$ cat src/rtl/tmds_pkg.sv
// TMDS definitions shared by the lane deserializer, token detector and decoder:
// control-token characters and aligner FSM state encodings.
package tmds_pkg;

    localparam logic [9:0] TMDS_CTL0 = 10'h354;
    localparam logic [9:0] TMDS_CTL1 = 10'h0AB;
    localparam logic [9:0] TMDS_CTL2 = 10'h154;
    localparam logic [9:0] TMDS_CTL3 = 10'h2AB;

    localparam logic [1:0] SEARCH = 2'd0;
    localparam logic [1:0] VERIFY = 2'd1;
    localparam logic [1:0] LOCKED = 2'd2;

    // Window offset advance; 9 wraps to 0, which is the same one-bit move mod 10.
    function automatic logic [3:0] next_offset(input logic [3:0] off);
        return (off == 4'd9) ? 4'd0 : off + 4'd1;
    endfunction

endpackage

$ cat src/rtl/tmds_token_det.sv
// Flags a 10-bit TMDS character as one of the four control tokens sent during blanking.
module tmds_token_det
    import tmds_pkg::*;
(
    input  logic [9:0] data,
    output logic       is_token
);

    assign is_token = (data == TMDS_CTL0) || (data == TMDS_CTL1) ||
                      (data == TMDS_CTL2) || (data == TMDS_CTL3);

endmodule

$ cat src/rtl/ser_to_par.sv
// 10:1 TMDS lane deserializer: rebuilds characters from DDR bit pairs and finds the
// character boundary by sliding a 10-bit window until a run of control tokens appears.
module ser_to_par
    import tmds_pkg::*;
#(
    parameter int LOCK_TOKENS  = 8,
    parameter int SEARCH_WORDS = 16,
    parameter int LOST_WORDS   = 4096
) (
    input  logic       clk_5x,
    input  logic       sys_rst_n,
    input  logic       ser_bit_h,
    input  logic       ser_bit_l,
    output logic [9:0] par_data,
    output logic       par_valid,
    output logic       locked,
    output logic [3:0] bit_offset
);

    localparam int TOK_W  = $clog2(LOCK_TOKENS + 1);
    localparam int WORD_W = $clog2(SEARCH_WORDS + 1);

    logic [19:0]       hist;
    logic [19:0]       hist_next;
    logic [4:0]        win_lo;
    logic [9:0]        cap_word;
    logic              capture;
    logic              is_token;
    logic [2:0]        phase;
    logic [1:0]        state;
    logic [TOK_W-1:0]  tok_cnt;
    logic [WORD_W-1:0] word_cnt;
    logic [11:0]       idle_cnt;

    // Low index is older on the wire; the window is taken from the post-shift history.
    assign hist_next = {ser_bit_l, ser_bit_h, hist[19:2]};
    assign win_lo    = {1'b0, bit_offset};
    assign cap_word  = hist_next[win_lo +: 10];
    assign capture   = (phase == 3'd4);

    tmds_token_det u_token_det (
        .data     (cap_word),
        .is_token (is_token)
    );

    // NOTE: the reset branch covers every register here; there is no storage array
    // that could be left unreset, so a single synchronous reset is sufficient.
    always_ff @(posedge clk_5x) begin
        if (!sys_rst_n) begin
            hist       <= '0;
            phase      <= '0;
            state      <= SEARCH;
            tok_cnt    <= '0;
            word_cnt   <= '0;
            idle_cnt   <= '0;
            bit_offset <= '0;
            par_data   <= '0;
            par_valid  <= 1'b0;
            locked     <= 1'b0;
        end else begin
            // NOTE: non-blocking assignments make every branch below see pre-edge values.
            hist      <= hist_next;
            par_valid <= capture;
            if (!capture) begin
                phase <= phase + 3'd1;
            end else begin
                phase    <= '0;
                par_data <= cap_word;
                case (state)
                    SEARCH: begin
                        if (is_token) begin
                            tok_cnt <= TOK_W'(1);
                            if (LOCK_TOKENS == 1) begin
                                state    <= LOCKED;
                                locked   <= 1'b1;
                                idle_cnt <= '0;
                            end else begin
                                state <= VERIFY;
                            end
                        end else if (word_cnt == WORD_W'(SEARCH_WORDS - 1)) begin
                            word_cnt   <= '0;
                            bit_offset <= next_offset(bit_offset);
                        end else begin
                            word_cnt <= word_cnt + WORD_W'(1);
                        end
                    end
                    VERIFY: begin
                        if (is_token) begin
                            tok_cnt <= tok_cnt + TOK_W'(1);
                            if (tok_cnt == TOK_W'(LOCK_TOKENS - 1)) begin
                                state    <= LOCKED;
                                locked   <= 1'b1;
                                idle_cnt <= '0;
                            end
                        end else begin
                            state      <= SEARCH;
                            tok_cnt    <= '0;
                            word_cnt   <= '0;
                            bit_offset <= next_offset(bit_offset);
                        end
                    end
                    LOCKED: begin
                        if (is_token) begin
                            idle_cnt <= '0;
                        end else if (idle_cnt == 12'(LOST_WORDS - 1)) begin
                            // Lock lost: keep the offset, the boundary is most likely still right.
                            state    <= SEARCH;
                            locked   <= 1'b0;
                            tok_cnt  <= '0;
                            word_cnt <= '0;
                            idle_cnt <= '0;
                        end else begin
                            idle_cnt <= idle_cnt + 12'd1;
                        end
                    end
                    default: begin
                        state  <= SEARCH;
                        locked <= 1'b0;
                    end
                endcase
            end
        end
    end

endmodule

$ cat config.mk
export PLATFORM = sky130hd
export DESIGN_NAME = ser_to_par
export DESIGN_NICKNAME = d
export VERILOG_FILES = /design/src/rtl/tmds_pkg.sv /design/src/rtl/tmds_token_det.sv /design/src/rtl/ser_to_par.sv
export SDC_FILE = /design/constraint.sdc
export NUM_CORES = 1
export LEC_CHECK = 0
export BUFFER_PORTS_ARGS = -buffer_cell sky130_fd_sc_hd__buf_2
export CAP_MARGIN = 20
export CORE_MARGIN = 1.5
export CORE_UTILIZATION = 45
export DETAILED_ROUTE_END_ITERATION = 12
export PLACE_DENSITY = 0.64
export SLEW_MARGIN = 30
export SYNTH_ARGS = -nofsm -noshare
export SYNTH_HDL_FRONTEND = slang
export SYNTH_SLANG_ARGS = --single-unit
$ cat constraint.sdc
create_clock -name clk_5x -period 5.9 [get_ports clk_5x]
set_input_delay 0.59 -clock clk_5x [delete_from_list [all_inputs] [get_ports clk_5x]]
set_output_delay 0.59 -clock clk_5x [all_outputs]
set_load 0.005 [all_outputs]
Word level (Yosys, flattened, before mapping)
Cells that the tools add are included.
- word-level logic and storage cells: 84
- bits in registers: 62
- shift-type cells: 1
- muxes and demuxes: 32
- reduce and logical (&&, ||, !) cells: 14
- add/sub/neg operators: 5
- bitwise gates (word level): 2
- eq/ne operators: 20
- operator list (operator ; count):
    two-way mux 12 bit ; 4
    two-way mux 4 bit ; 8
    two-way mux 5 bit ; 5
    one-hot mux 12 bit (2 select lines) ; 1
    == test 10 bit, second input constant ; 2
    indexed part select 20 x 5 -> 10 bit ; 1
    != test 2 bit, second input constant ; 8
    one-hot mux 5 bit (3 select lines) ; 1
    AND reduction 5 bit ; 3
    adder 12 x 1 -> 12 bit, second input constant ; 1
    == test 12 bit, second input constant ; 1
    one-hot mux 4 bit (3 select lines) ; 1
    AND reduction 6 bit ; 2
    == test 10 x 8 -> 1 bit, second input constant ; 1
    == test 10 x 9 -> 1 bit, second input constant ; 1
    two-way mux 2 bit ; 5
    adder 4 x 1 -> 4 bit, second input constant ; 2
    one-hot mux 4 bit (2 select lines) ; 1
    one-hot mux 2 bit (3 select lines) ; 1
    adder 5 x 1 -> 5 bit, second input constant ; 1
    == test 5 x 4 -> 1 bit, second input constant ; 1
    == test 4 x 3 -> 1 bit, second input constant ; 1
    == test 4 bit, second input constant ; 1
    two-way mux 1 bit ; 4
    other kinds (13) ; 17

Logic depth before layout (Yosys ltp)
- depth after elaboration: 7
- depth in mapped cells: 13

Cells and area by module
A second synthesis with hierarchy kept.
- cells, all modules: 407
- area total of the unflattened synthesis: 3707.3 µm²
- modules (own cells, without submodules) (module ; seq. area each (µm²) ; times used ; cells an instance ; area an instance (µm²)):
    ser_to_par ; 1201.2 ; 1 ; 400 ; 3649.8
    tmds_token_det ; 0.0 ; 1 ; 7 ; 57.6

Least setup slack after synthesis
No wires, ideal clock.
- path kind: flip-flop to flip-flop
- from: register bit_offset[1]
- to: register idle_cnt[8]
- stages on the path, launching flop included: 12
- path slack: 2955 ps
- clock period less this slack: 2945 ps
- path buffers: 3
- required time: 5775 ps
- arrival time: 2820 ps
- cells stage by stage: dfxtp_1 buf_4 mux4_2 mux2_2 or3_1 a2111oi_1 nand4_1 buf_4 and2_4 buf_6 a31oi_1 a31oi_1
- longest elaborated chain between the ends: 7
- elaborated cells on any way between the ends: 12
- ends and longest elaborated chain (item ; RTL line ; source):
    start, declared ; ser_to_par.sv:17 ; output logic [3:0] bit_offset
    start signal, assigned ; ser_to_par.sv:82 ; bit_offset <= next_offset(bit_offset);
    start signal, assigned ; ser_to_par.sv:99 ; bit_offset <= next_offset(bit_offset);
    indexed part select 20 x 5 -> 10 bit * ; ser_to_par.sv:38 ; assign cap_word = hist_next[win_lo +: 10];
    == test 10 bit / == test 10 x 8 -> 1 bit (equally long branches) ; tmds_token_det.sv:9 ; assign is_token = (data == TMDS_CTL0) || (data == TMDS_CTL1) ||
    logical OR 1 bit (2 in series) ; tmds_token_det.sv:9 ;
    logical OR 1 bit * ; tmds_token_det.sv:10 ; (data == TMDS_CTL2) || (data == TMDS_CTL3);
    != test 2 bit (no source line) / two-way mux 12 bit (equally long branches) ; n/a ;
    AND reduction 4 bit (no source line) / one-hot mux 12 bit (2 select lines) (equally long branches) ; n/a ;
    end signal, assigned ; ser_to_par.sv:113 ; idle_cnt <= idle_cnt + 12'd1;
    end, declared ; ser_to_par.sv:33 ; logic [11:0] idle_cnt;
Mark *: on every way between the ends. The rest lies on a longest branch, timed or not.
A chain may end at the register's enable or synchronous reset.

Worst setup path after layout
- from: register bit_offset[1]
- to: register idle_cnt[9]
The elaborated chain is that of the path after synthesis.

==> impl_metrics.env <==
export IMPL_crit_buf_inv=1
export IMPL_synth_edf_count=0
export IMPL_finish_instance_area_mm2=0.00391
export IMPL_synth_seq_cells=60
export IMPL_num_vias=3079
export IMPL_rsz0062_at_grt="no"
export IMPL_track_usage_pct=20.9
export IMPL_cts_hold_buf=0
export IMPL_status="complete, no violations"
export IMPL_worst_slew_pin_slew_ns=0.856
export IMPL_max_cap_violations=0
export IMPL_min_period_ns=4.23
export IMPL_antenna_found_initial=0
export IMPL_skew_ns=0.0115
export IMPL_critPathArrivalTime_ns=4.44
export IMPL_ctsResizeCount=0
export IMPL_detail_route_wirelength_um=8330
export IMPL_io_pins=20
export IMPL_startpoint_type="flip-flop"
export IMPL_rows=32
export IMPL_grt_overflow=0
export IMPL_synth_top_flop_cell="dfxtp_1"
export IMPL_crit_type="flip-flop to flip-flop"
export IMPL_cp_required_ns=6.11
export IMPL_nets=418
export IMPL_place_gp_congestion=0.927
export IMPL_detail_route_antenna_nets=0
export IMPL_postSynth_asyncResetShare_pct=0
export IMPL_avgSynthCellArea_um2=8.99
export IMPL_fp_dieH_um=92.6
export IMPL_clkSinkCount=60
export IMPL_via_per_inst=6.01
export IMPL_routedWlPerCell_um=16.3
export IMPL_cp_cell_sequence="buf_4 -> mux4_2 -> mux2i_1 -> nand3_1 -> a2111oi_1 -> nand4_1 -> a31o_2 -> nand2_1 -> o221ai_1"
export IMPL_setup_viol=0
export IMPL_synth_top_family_by_area="simple AND/OR/NAND/NOR gates"
export IMPL_syn_area_mm2=0.00361
export IMPL_powerDensity_mw_per_mm2=208
export IMPL_timing_slew_headroom_pct=42.9
export IMPL_critPathMaxStageDelay_ns=0.88
export IMPL_grt_util_met3_pct=4.27
export IMPL_grt_pass1_vias=2825
export IMPL_synth_distinct_cells=62
export IMPL_dieArea_mm2=0.00857
export IMPL_grtUsageMet1_pct=30.2
export IMPL_stdcell_count=512
export IMPL_clk_latency_ns=0.35
export IMPL_yosys_warnings=0
export IMPL_hpwl_um=5800
export IMPL_layout_drive_gt1_share_pct=18.0
export IMPL_synth_top_cell_area_share_pct=33.3
export IMPL_cp_slowest_cell="dfxtp_1"
export IMPL_fp_coreArea_mm2=0.00777
export IMPL_final_setup_tns_ns=0
export IMPL_peakVddDrop_mv=0.101
export IMPL_grt_pass1_wl_um=14100
export IMPL_synth_xor_area_share_pct=0.242
export IMPL_synth_compound_area_share_pct=16.7
export IMPL_post_cts_buffers=0
export IMPL_post_route_period_util_pct=71.7
export IMPL_grt_busiest_layer="met2"
export IMPL_yosys_area_share_adder_pct=3.12
export IMPL_portBuffers=19
export IMPL_max_freq_mhz=236
export IMPL_leakagePower_nw=1.42
export IMPL_area_delta_synth_final_pct=8.17
export IMPL_grt_use_met2_pct=30.9
export IMPL_cts_tree="yes"
export IMPL_grt_max_degree=33
export IMPL_cts_buffers=9
export IMPL_first_iter_violations=155
export IMPL_slew_violations=0
export IMPL_num_antenna_cells=0
export IMPL_dp_cells=496
export IMPL_synth_cells=402
export IMPL_yosysTopAreaCell="dfxtp_1"
export IMPL_placed_area_mm2=0.00371
export IMPL_nFillCells=744
export IMPL_start_util_pct=46.5
export IMPL_clockBufferDepth=2
export IMPL_die_w_um=92.6
export IMPL_hold_class="flip-flop to flip-flop"
export IMPL_drt_drc_violations_left=0
export IMPL_yosysSeqAreaShare_pct=33.3
export IMPL_htreeDepth=3
export IMPL_final_hold_viol_count=0
export IMPL_dr_pass1_iters=5
export IMPL_synth_area_top_cells="dfxtp_1 (33%), mux4_2 (11%), mux2i_1 (5.0%)"
export IMPL_end_kind="flip-flop"
export IMPL_path_clk_slew_ns=0.08
export IMPL_critPathMaxFanout=22
export IMPL_synth_area_mux_share_pct=17.1
export IMPL_cts_root_buf="clkbuf_8"
export IMPL_syn_nets=415
export IMPL_yosys_area_share_simple_pct=24.1
export IMPL_crit_family="compound AO/OA/AOI/OAI gates"
Yosys cell counts (3+ instances only):
| library cell | instances |
|---|---|
| a21oi_1 | 23 |
| a22oi_1 | 3 |
| a31oi_1 | 15 |
| a41oi_1 | 5 |
| and2_1 | 23 |
| and3_1 | 9 |
| buf_2 | 10 |
| buf_4 | 5 |
| clkbuf_1 | 13 |
| dfxtp_1 | 60 |
| ha_1 | 9 |
| inv_1 | 12 |
| mux2_2 | 3 |
| mux2i_1 | 18 |
| mux4_2 | 18 |
| nand2_1 | 25 |
| nand2b_1 | 3 |
| nand3_1 | 21 |
| nand3b_1 | 3 |
| nor2_1 | 32 |
| nor2b_1 | 7 |
| nor3_1 | 11 |
| o21ai_0 | 12 |
| or2_2 | 6 |
| or3_1 | 5 |
| or4_1 | 4 |
worst min-delay path, cell delays in order, from the launching register on:
cell	delay [ns]
dfxtp_1	0.31
nand2_1	0.05
a21oi_1	0.05
per-stage QoR:
stage	utilization (%)	power (W)	hold WS, ns	worst slack [ns]
5_1_grt	50.3	0.000842	0.473	1.28
2_1_floorplan	-	0.000446	0.432	2.95
3_3_place_gp	47.7	0.000454	0.436	1.86
4_1_cts	50.3	0.000819	0.452	1.68
6_report	50.3	0.000814	0.452	1.67
3_5_place_dp	47.8	0.000455	0.441	1.70
report_power, final:
part,switching [W],internal (W)
registers,0.00000534,0.000410
logic,0.0000184,0.0000115
clock network,0.000180,0.000188
total,0.000204,0.000610
area by class of cell:
| cell class | count | area (um^2) | share of cell area (%) |
|---|---|---|---|
| multi-input cells | 300 | 2220 | 56.8 |
| flip-flops and latches | 60 | 1200 | 30.7 |
| clock buffers | 12 | 165 | 4.23 |
| well taps | 102 | 128 | 3.27 |
| repair buffers | 22 | 118 | 3.01 |
| inverters | 12 | 45.0 | 1.15 |
| clock inverters | 4 | 31.3 | 0.801 |
logic make-up (layout without fill, tap and decap cells):
kind of cell             count (synthesis)  in the layout
XOR/XNOR                                 1              1
buffers and inverters                   42             50
flip-flops                              60             60
AND/OR/NAND/NOR                        163            163
multiplexers                            39             39
AO/OA/AOI/OAI                           88             88
adder cells (fa/ha/maj)                  9              9
path summary, 6_finish.rpt:
path	start	end	slack, ns	depth (start not counted)
worst max-delay path	bit_offset[1]	idle_cnt[9]	1.67	9
worst min-delay path	par_data[0]	par_data[0]	0.45	2
worst max register to register	bit_offset[1]	idle_cnt[9]	1.67	9
worst min register to register	par_data[0]	par_data[0]	0.45	2
sequential cells by signal, summed over array words and instances (netlist names):
signal / cells
phase: 3
locked: 1
bit_offset: 4
word_cnt: 5
par_valid: 1
hist: 18
tok_cnt: 4
state: 2
idle_cnt: 12
par_data: 10
per-layer routing:
| layer | vias to the layer above | routed length, um |
|---|---|---|
| met4 | 0 | 140 |
| li1 | 1497 | - |
| met1 | 1485 | 4110 |
| met2 | 82 | 3680 |
| met5 | - | 0 |
| met3 | 15 | 394 |
placed cells by master, fill, tap and decap left out, types with 2 or more instances in the layout:
cell / netlist / layout
a21oi_1: 23 / 23
nand2b_1: 3 / 3
inv_1: 12 / 12
o21ai_0: 12 / 12
a41oi_1: 5 / 5
buf_2: 10 / 19
nor3_1: 11 / 10
a2111oi_0: 2 / 2
and3_1: 9 / 9
nor2b_1: 7 / 7
o31a_1: 2 / 2
a22oi_1: 3 / 3
nor3_2: 1 / 2
mux4_2: 18 / 18
dfxtp_1: 60 / 60
nand4_1: 2 / 2
o2bb2ai_1: 2 / 2
a22o_1: 2 / 2
buf_4: 5 / 3
clkbuf_8: 0 / 12
a211oi_1: 2 / 2
o221ai_1: 2 / 2
and2_1: 23 / 23
nand3b_1: 3 / 3
and4_1: 2 / 2
or2_2: 6 / 6
mux2_2: 3 / 3
clkinvlp_4: 0 / 3
mux2i_1: 18 / 18
nor2_1: 32 / 32
or4_1: 4 / 4
nand2_1: 25 / 25
a32o_1: 2 / 2
or3_1: 5 / 5
o31ai_1: 2 / 2
nand3_1: 21 / 21
a31oi_1: 15 / 15
nor4_1: 2 / 2
ha_1: 9 / 9
Power figures use the tool's default switching activity.
